$ cat src/rtl/run_seq_pkg.sv
// run_sequencer shared types.
// State encodings for the run-control FSM.
package run_seq_pkg;
  localparam int STATE_W = 3;

  typedef enum logic [STATE_W-1:0] {
    IDLE   = 3'd0,
    INIT   = 3'd1,
    RUN    = 3'd2,
    STEP   = 3'd3,
    HALTED = 3'd4,
    FAULT  = 3'd5
  } state_t;
endpackage

$ cat src/rtl/run_sequencer_if.sv
// Host loader / DataRAM port bundle.
// slave = sequencer side, master = host side.
interface run_sequencer_if #(
  parameter int ADDR_W = 16,
  parameter int DATA_W = 16
);
  logic              host_mem_req;
  logic              host_mem_we;
  logic [ADDR_W-1:0] host_mem_addr;
  logic [DATA_W-1:0] host_mem_wdata;
  logic              host_mem_gnt;
  logic [ADDR_W-1:0] ram_addr;
  logic              ram_we;
  logic [DATA_W-1:0] ram_wdata;

  modport master (
    output host_mem_req, host_mem_we,
    output host_mem_addr, host_mem_wdata,
    input  host_mem_gnt,
    input  ram_addr, ram_we, ram_wdata
  );

  modport slave (
    input  host_mem_req, host_mem_we,
    input  host_mem_addr, host_mem_wdata,
    output host_mem_gnt,
    output ram_addr, ram_we, ram_wdata
  );
endinterface

$ cat src/rtl/run_sequencer_ram_port_mux.sv
// DataRAM port arbiter: core when enabled,
// else host when allowed, else port idle.
module ram_port_mux #(
  parameter int ADDR_W = 16,
  parameter int DATA_W = 16
) (
  input  logic              core_en,
  input  logic              host_ok,
  input  logic              core_we,
  input  logic [ADDR_W-1:0] core_addr,
  input  logic [DATA_W-1:0] core_wdata,
  input  logic              host_req,
  input  logic              host_we,
  input  logic [ADDR_W-1:0] host_addr,
  input  logic [DATA_W-1:0] host_wdata,
  output logic [ADDR_W-1:0] ram_addr,
  output logic              ram_we,
  output logic [DATA_W-1:0] ram_wdata,
  output logic              host_gnt
);
  logic host_sel;

  assign host_sel = host_ok & ~core_en;

  always_comb begin
    ram_addr  = core_addr;
    ram_wdata = core_wdata;
    ram_we    = 1'b0;
    host_gnt  = 1'b0;
    unique case (1'b1)
      core_en: ram_we = core_we;
      host_sel: begin
        ram_addr  = host_addr;
        ram_wdata = host_wdata;
        ram_we    = host_req & host_we;
        host_gnt  = host_req;
      end
      default: ;
    endcase
  end
endmodule

$ cat src/rtl/run_sequencer.sv
// Run controller: init/run/step/halt FSM,
// retired-instruction watchdog, RAM sharing.
module run_sequencer
  import run_seq_pkg::*;
#(
  parameter int          ADDR_W      = 16,
  parameter int          DATA_W      = 16,
  parameter int          INIT_CYCLES = 2,
  parameter logic [15:0] MAX_INSTS   = 16'hFFFF
) (
  input  logic              CLK,
  input  logic              start,
  input  logic              go,
  input  logic              abort,
  input  logic              step_mode,
  input  logic              step,
  input  logic              core_halt,
  input  logic              core_mem_write,
  input  logic [ADDR_W-1:0] core_mem_addr,
  input  logic [DATA_W-1:0] core_mem_wdata,
  run_sequencer_if.slave    bus,
  output logic              core_init,
  output logic              core_en,
  output logic [2:0]        state,
  output logic [15:0]       inst_count,
  output logic              busy,
  output logic              done,
  output logic              timeout
);
  localparam logic [15:0] INIT_LAST =
    16'(INIT_CYCLES - 1);
  localparam logic [15:0] WD_LIMIT =
    MAX_INSTS - 16'd1;

  state_t      st;
  logic [15:0] init_cnt;
  logic [15:0] cnt_inc;
  logic        host_ok;
  logic        retire;
  logic        wd_hit;

  always_comb begin
    core_en   = 1'b0;
    core_init = 1'b0;
    host_ok   = 1'b0;
    case (st)
      IDLE: begin
        core_init = 1'b1;
        host_ok   = 1'b1;
      end
      INIT: core_init = 1'b1;
      RUN:  core_en = 1'b1;
      STEP: begin
        core_en = step & ~core_halt;
        host_ok = 1'b1;
      end
      HALTED, FAULT: host_ok = 1'b1;
      default: ;
    endcase
  end

  // The halt instruction itself never retires.
  assign retire  = core_en & ~core_halt;
  assign cnt_inc = (inst_count == 16'hFFFF) ?
                   inst_count : inst_count + 16'd1;
  assign wd_hit  = retire & (cnt_inc == WD_LIMIT);

  assign state   = st;
  assign busy    = (st == INIT) || (st == RUN) ||
                   (st == STEP);
  assign done    = (st == HALTED);
  assign timeout = (st == FAULT);

  always_ff @(posedge CLK) begin
    if (start) begin
      st         <= IDLE;
      inst_count <= '0;
      init_cnt   <= '0;
    end else begin
      if (retire) inst_count <= cnt_inc;
      if (abort) begin
        st <= IDLE;
      end else begin
        case (st)
          IDLE, HALTED, FAULT: begin
            if (go) begin
              st         <= INIT;
              inst_count <= '0;
              init_cnt   <= '0;
            end
          end
          INIT: begin
            if (init_cnt == INIT_LAST)
              st <= step_mode ? STEP : RUN;
            else
              init_cnt <= init_cnt + 16'd1;
          end
          RUN: begin
            if (core_halt)      st <= HALTED;
            else if (wd_hit)    st <= FAULT;
            else if (step_mode) st <= STEP;
          end
          STEP: begin
            if (core_halt)   st <= HALTED;
            else if (wd_hit) st <= FAULT;
            else if (!step_mode && !step)
              st <= RUN;
          end
          default: st <= IDLE;
        endcase
      end
    end
  end

  ram_port_mux #(
    .ADDR_W(ADDR_W),
    .DATA_W(DATA_W)
  ) u_mux (
    .core_en   (core_en),
    .host_ok   (host_ok),
    .core_we   (core_mem_write),
    .core_addr (core_mem_addr),
    .core_wdata(core_mem_wdata),
    .host_req  (bus.host_mem_req),
    .host_we   (bus.host_mem_we),
    .host_addr (bus.host_mem_addr),
    .host_wdata(bus.host_mem_wdata),
    .ram_addr  (bus.ram_addr),
    .ram_we    (bus.ram_we),
    .ram_wdata (bus.ram_wdata),
    .host_gnt  (bus.host_mem_gnt)
  );
endmodule

$ cat src/flat_wrapper.sv
// flat-port wrapper written by rule: the top's interface ports become plain ports
module run_sequencer_flat import run_seq_pkg::*;
#(
  parameter int          ADDR_W      = 16,
  parameter int          DATA_W      = 16,
  parameter int          INIT_CYCLES = 2,
  parameter logic [15:0] MAX_INSTS   = 16'hFFFF
)
  (CLK, start, go, abort, step_mode, step, core_halt, core_mem_write, core_mem_addr, core_mem_wdata, core_init, core_en, state, inst_count, busy, done, timeout, bus_host_mem_req, bus_host_mem_we, bus_host_mem_addr, bus_host_mem_wdata, bus_host_mem_gnt, bus_ram_addr, bus_ram_we, bus_ram_wdata);
  run_sequencer_if #(.ADDR_W(ADDR_W), .DATA_W(DATA_W)) bus_i ();
  input  logic CLK;
  input  logic start;
  input  logic go;
  input  logic abort;
  input  logic step_mode;
  input  logic step;
  input  logic core_halt;
  input  logic core_mem_write;
  input  logic [ADDR_W-1:0] core_mem_addr;
  input  logic [DATA_W-1:0] core_mem_wdata;
  output logic core_init;
  output logic core_en;
  output logic [2:0] state;
  output logic [15:0] inst_count;
  output logic busy;
  output logic done;
  output logic timeout;
  input wire logic [$bits(bus_i.host_mem_req)-1:0] bus_host_mem_req;
  input wire logic [$bits(bus_i.host_mem_we)-1:0] bus_host_mem_we;
  input wire logic [$bits(bus_i.host_mem_addr)-1:0] bus_host_mem_addr;
  input wire logic [$bits(bus_i.host_mem_wdata)-1:0] bus_host_mem_wdata;
  output wire logic [$bits(bus_i.host_mem_gnt)-1:0] bus_host_mem_gnt;
  output wire logic [$bits(bus_i.ram_addr)-1:0] bus_ram_addr;
  output wire logic [$bits(bus_i.ram_we)-1:0] bus_ram_we;
  output wire logic [$bits(bus_i.ram_wdata)-1:0] bus_ram_wdata;
  assign bus_i.host_mem_req = bus_host_mem_req;
  assign bus_i.host_mem_we = bus_host_mem_we;
  assign bus_i.host_mem_addr = bus_host_mem_addr;
  assign bus_i.host_mem_wdata = bus_host_mem_wdata;
  assign bus_host_mem_gnt = bus_i.host_mem_gnt;
  assign bus_ram_addr = bus_i.ram_addr;
  assign bus_ram_we = bus_i.ram_we;
  assign bus_ram_wdata = bus_i.ram_wdata;
  run_sequencer #(.ADDR_W(ADDR_W), .DATA_W(DATA_W), .INIT_CYCLES(INIT_CYCLES), .MAX_INSTS(MAX_INSTS)) u_core (.CLK(CLK), .start(start), .go(go), .abort(abort), .step_mode(step_mode), .step(step), .core_halt(core_halt), .core_mem_write(core_mem_write), .core_mem_addr(core_mem_addr), .core_mem_wdata(core_mem_wdata), .bus(bus_i), .core_init(core_init), .core_en(core_en), .state(state), .inst_count(inst_count), .busy(busy), .done(done), .timeout(timeout));
endmodule
$ cat config.mk
export PLATFORM = sky130hd
export DESIGN_NAME = run_sequencer_flat
export DESIGN_NICKNAME = d
export VERILOG_FILES = /design/src/rtl/run_seq_pkg.sv /design/src/rtl/run_sequencer_if.sv /design/src/rtl/run_sequencer_ram_port_mux.sv /design/src/rtl/run_sequencer.sv /design/src/flat_wrapper.sv
export SDC_FILE = /design/constraint.sdc
export NUM_CORES = 1
export LEC_CHECK = 0
export CORE_ASPECT_RATIO = 1.25
export CORE_UTILIZATION = 38
export CTS_BUF_LIST = sky130_fd_sc_hd__clkbuf_4
export DETAILED_ROUTE_END_ITERATION = 8
export GPL_TIMING_DRIVEN = 0
export PLACE_DENSITY = 0.86
export SYNTH_ARGS = -nofsm -noshare
export SYNTH_HDL_FRONTEND = slang
export SYNTH_HIERARCHICAL = 1
export SYNTH_SLANG_ARGS = --single-unit
$ cat constraint.sdc
create_clock -name CLK -period 2.12 [get_ports CLK]
set_input_delay 0.424 -clock CLK [delete_from_list [all_inputs] [get_ports CLK]]
set_output_delay 0.424 -clock CLK [all_outputs]
set_load 0.03 [all_outputs]
Word level (Yosys, flattened, before mapping)
Index checks and enable logic that the tools add are counted.

word-level totals
  bits in registers = 35
  input bits = 74
  logic and storage cells = 64

cells by class
  add/sub/neg operators = 2
  equal/unequal tests = 13
  muxes and demuxes = 25
  bitwise gates (word level) = 8
  reduce and logical (&&, ||, !) cells = 13

operators by type and width
  kind                   count
  $mux 16                9
  $add 16x1->16 const B  2
  $eq 16x16->1 const B   2
  $pmux 16 s2            1
  $mux 3                 8
  $eq 16x1->1 const B    1
  $pmux 3 s4             1
  $ne 4x3->1 const B     2
  $reduce_and 4->1       2
  $eq 3x2->1 const B     2
  $eq 3x3->1 const B     2
  $ne 2x2->1 const B     3
  $and 1x1->1            5
  $mux 1                 4
  $pmux 1 s2             2
  $reduce_or 2->1        2
  $reduce_or 4->1        1
  $eq 3x1->1 const B     1
  $logic_not 3->1        1
  $not 1->1              3
  $reduce_or 3->1        1
  $logic_not 1->1        2
  $logic_or 1x1->1       2
  $reduce_bool 2->1      1
  $logic_and 1x1->1      1

Longest topological paths before layout
  depth after elaboration = 8
  mapped depth = 9
  depth with buffers taken out = 8

Modules after synthesis
The synthesis kept the hierarchy.

by module, submodules not included
  module         times used  cells each  area an instance (um2)  seq. area each (um2)
  run_sequencer  1           270         2113.3                  700.7
  ram_port_mux   1           42          544.3                   0.0

Worst setup path after synthesis
OpenSTA, ideal clock, no wires.

  path kind = register to output
  from = register u_core.st[1] (netlist: u_core/state[1])
  to = output bus_ram_addr[10]
  arrival = 2257 ps
  setup slack = -561 ps
  cell stages (with the launch flop) = 7
  buffers on the path = 2
  cell sequence = dfxtp_1 -> nand2b_1 -> a21oi_1 -> nand2b_4 -> buf_6 -> buf_6 -> mux2_4

between the ends
  cells in the longest elaborated chain, start to end = 5
  elaborated cells on any way between the ends = 11
  those cells by class = eq/ne (4); mux (3); bitwise (2); reduce/logical (2)

RTL lines
  element                 RTL line                          text
  start, declared         run_sequencer.sv:35               state_t st;
  start signal, assigned  run_sequencer.sv:94               st <= step_mode ? STEP : RUN;
  $eq 3x2->1              run_sequencer.sv:46               case (st)
  $pmux 1 s2 (*)          run_sequencer.sv:46
  named net core_en       flat_wrapper.sv:22                output logic core_en;
  $not 1->1 (*)           run_sequencer_ram_port_mux.sv:23  assign host_sel = host_ok & ~core_en;
  $and 1x1->1 (*)         run_sequencer_ram_port_mux.sv:23
  $mux 16 (*)             run_sequencer_ram_port_mux.sv:30  unique case (1'b1)
  end, declared           flat_wrapper.sv:33                output wire logic [$bits(bus_i.ram_addr)-1:0] bus_ram_addr;

Mark *: on every way through the listed nets, which the timed path passes. The rest lies on a longest branch.

Worst setup path in the final report
  from = register u_core.st[2] (netlist: u_core/state[2])
  to = output bus_ram_addr[14]

between the ends
  cells in the longest elaborated chain, start to end = 5
  elaborated cells on any way between the ends = 11
  those cells by class = eq/ne (4); mux (3); bitwise (2); reduce/logical (2)

RTL lines
  element                                                         RTL line
  $eq 3x3->1 (tied with other cells)                              run_sequencer.sv:46
  $reduce_or 4->1 (no line) / $pmux 1 s2 (equally long branches)  --
  $mux 1 / $not 1->1 (equally long branches)                      run_sequencer.sv:46, run_sequencer_ram_port_mux.sv:23
  $and 1x1->1 (*)                                                 run_sequencer_ram_port_mux.sv:23
  $mux 16 (*)                                                     run_sequencer_ram_port_mux.sv:30

Every way passes the cells marked *; elsewhere a longest branch is shown, timed or not.

==> run summary <==
Die Footprint - 7334 um2
Final setup viols - 36
CP Data Arrival Time - 1900 ps
layout cell share with drive strength beyond 1 - 0.3659
global routing usage on met2 - 0.4814
Worst setup SP type - flop
die width - 76.80 um
routability cong. - 0.8904
# IOs - 132
Synth Register Bits - 35
leading post-synthesis cells by cell area - dfxtp_1 26%, mux2_4 16%, nor2_1 5.4%
# nets final - 557
critical path's top delay family - buffers and inverters
r2r worst-path depth - 8
Tightest Pin Transition - 516.5 ps
count leader, synth - nor2_1
final worst-path cycle share - 1.096
Post-synth EDFFs - 0
CP max stage cell - dfxtp_4
Hold WC Path Type - primary input to flop
# Max-Cap Violations - 0
layer with the highest usage - met2
Top cell by count, worst path - nand2b_4
Pleak - 0.001900 uW
initial DRC count - 145
CP Capture Type - output pin
CTS Buffer Depth - 2
synthesized cell area - 2658 um2
first-pass GRT wire length - 14.79 mm
Peak Freq - 430.4 MHz
WL final - 10.38 mm
Main synth FF type - dfxtp_1
routed vias - 3178
# hold bufs at CTS - 0
clock skew - 8.737 ps
Syn Nets - 389
met1 usage - 0.2739
failing checks - setup timing
Hold Violations, Final - 0
Avg Inst Size Synth - 8.518 um2
Die Span Y - 95.50 um
Largest stage delay, worst path - 380 ps
Hold Path Origin - start
wire length per cell - 18.20 um
initial core utilization - 0.3998
H-tree depth - 2
initial antenna violation count - 4
Vias/cell - 5.575
status - complete, but fails checks
Yosys top cell area share - 0.2637
largest net degree at the start of global routing - 12
Num CTS Buffers - 5
clock sink count - 35
synthesized instance count - 312
WHS Path Cells - 2
crit-path cells - nand2b_4 > a21oi_4 > nand2b_4 > buf_12 > clkbuf_16 > mux2_4 > buf_6
reg2reg end - u_core/state[1]
worst flop-to-flop path startpoint - u_core/state[2]
DP Worst Slack - -1097 ps
unrepaired setup endpoints after global routing - yes
CTS tree - yes
minimum clock period - 2323 ps
Worst path depth - 7
reg2reg setup slack - -40 ps
M3 GR Usage - 0.1110
Setup TNS - -5664 ps
Min-Delay Endpoint - u_core/init_cnt[1]
Slew HR - 0.6556
required time of the critical path - 1700 ps
Global Route Usage Sum - 0.2619
Core ar. - 6648 um2
Crit Path Max Fanout - 5
Slew Limit Fails - 0
worst path bufs/invs - 3
HPWL after DPL - 6.963 mm
PD cells - 410.9 nW/um2
clk root buf - clkbuf_4
DRC - 0
unique cell type count in the Yosys netlist - 52
Worst VDD drop - 0.0004043 V
vias in the first global route - 2889
Synthesis Warnings - 6
DRT Pass-1 Iters - 4
Crit Path Category - flop to output pin
Port Buffers - 130
grt ovf - 0
Seq/Total Area, Yosys - 0.2637
Yosys top cell by area - dfxtp_1
Async SR Flop Fraction - 0
post-route ant nets - 0
placed inst area - 4133 um2
final worst slack - -203.2 ps
Cell Rows - 33
Worst-path clk slew - 120 ps
worst skew pair latency - 350 ps
area grow syn2layout - 83.05%
most frequent cells after synthesis - 38 x nor2_1, 35 x dfxtp_1, 28 x mux2_4
Finished Cell Area - 4865 um2
routing by layer:
layer  wire (um)  part of all wire  vias up
met5          26            0.0025        -
met4         193             0.019        4
met3        1200              0.12       31
met2        5221              0.50      182
met1        3733              0.36     1492
li1            -                 -     1469
cells in the final DEF (no fill, tap or decap), types with 4 or more instances in the layout:
cell type,count
a21oi_1,16
clkdlybuf4s50_1,87
buf_6,42
buf_12,5
dlygate4sd2_1,6
mux2_4,32
xor2_1,8
mux2i_1,6
buf_2,4
nand4_1,12
and4_1,6
nor3_1,10
clkbuf_4,6
dfxtp_4,6
xnor2_1,10
nand3_1,9
inv_1,6
buf_4,28
o21ai_0,6
dfxtp_2,10
nor2_1,36
and3_1,6
nand2_1,19
dfxtp_1,19
worst reg2reg max path, cell delays in order (launching register included):
cell      delay (ps)
dfxtp_4          380
nand2b_4         150
buf_4            130
buf_4            130
or3b_4           460
nor3b_2          200
and4_1           280
a31oi_1          100
o211a_1          220
cell families after synthesis:
kind of cell,after synthesis,synth area share
AO/OA/AOI/OAI,55,0.1342
XOR/XNOR,19,0.06262
adder cells (fa/ha/maj),3,0.01413
buffers and inverters,29,0.05791
flip-flops,35,0.2637
multiplexers,38,0.1977
AND/OR/NAND/NOR,133,0.2698
where the power goes:
part | internal, uW | switching (uW)
clock | 381 | 238
combinational | 414 | 310
sequential | 653 | 2.90
total | 1450 | 551
stage by stage:
| step | util | power [uW] | instances | hold slack, ps |
|---|---|---|---|---|
| floorplan | - | 999.2 | 312 | 458.5 |
| CTS | 0.6947 | 1987 | 560 | 413.4 |
| detailed placement | 0.6217 | 1280 | 529 | 491.3 |
| global placement | 0.6217 | 1273 | 529 | 474.2 |
| finish | 0.7318 | 1999 | 570 | 430.1 |
| global route | 0.7310 | 2072 | 568 | 443.7 |
registers in the layout, summed over array words and instances, names as in the netlist:
name and flops:
u_core/init_cnt 16, u_core/state 3, u_core/inst_count 16
what timing repair did:
| item | 4_1_cts | 5_1_grt |
|---|---|---|
| gates cloned | 2 | 1 |
| setup endpoints to repair | 55 | 61 |
| pin swaps | 10 | 19 |
| setup buffers | 25 | 14 |
| gates resized for setup | 272 | 54 |
| hold endpoints to repair | 0 | 0 |
area by class of cell:
class	count	area, um2
Buffer	12	105.1
Clock buffer	6	45.04
Fill cell	455	1783
Inverter	8	30.03
Multi-Input combinational cell	248	2023
Antenna cell	2	5.005
Tap cell	87	108.9
Clock inverter	2	60.06
Sequential cell	35	735.7
Timing Repair Buffer	170	1752
worst max-delay path by stage:
| stage | endpoint | start |
|---|---|---|
| floorplan | bus_ram_addr[10] | core_halt |
| global placement | bus_ram_addr[3] | core_halt |
| detailed placement | bus_ram_addr[3] | core_halt |
| CTS | bus_ram_addr[10] | u_core/state[0] |
| global route | bus_ram_addr[14] | u_core/state[2] |
| finish | bus_ram_addr[14] | u_core/state[2] |
Power figures use the tool's default switching activity.
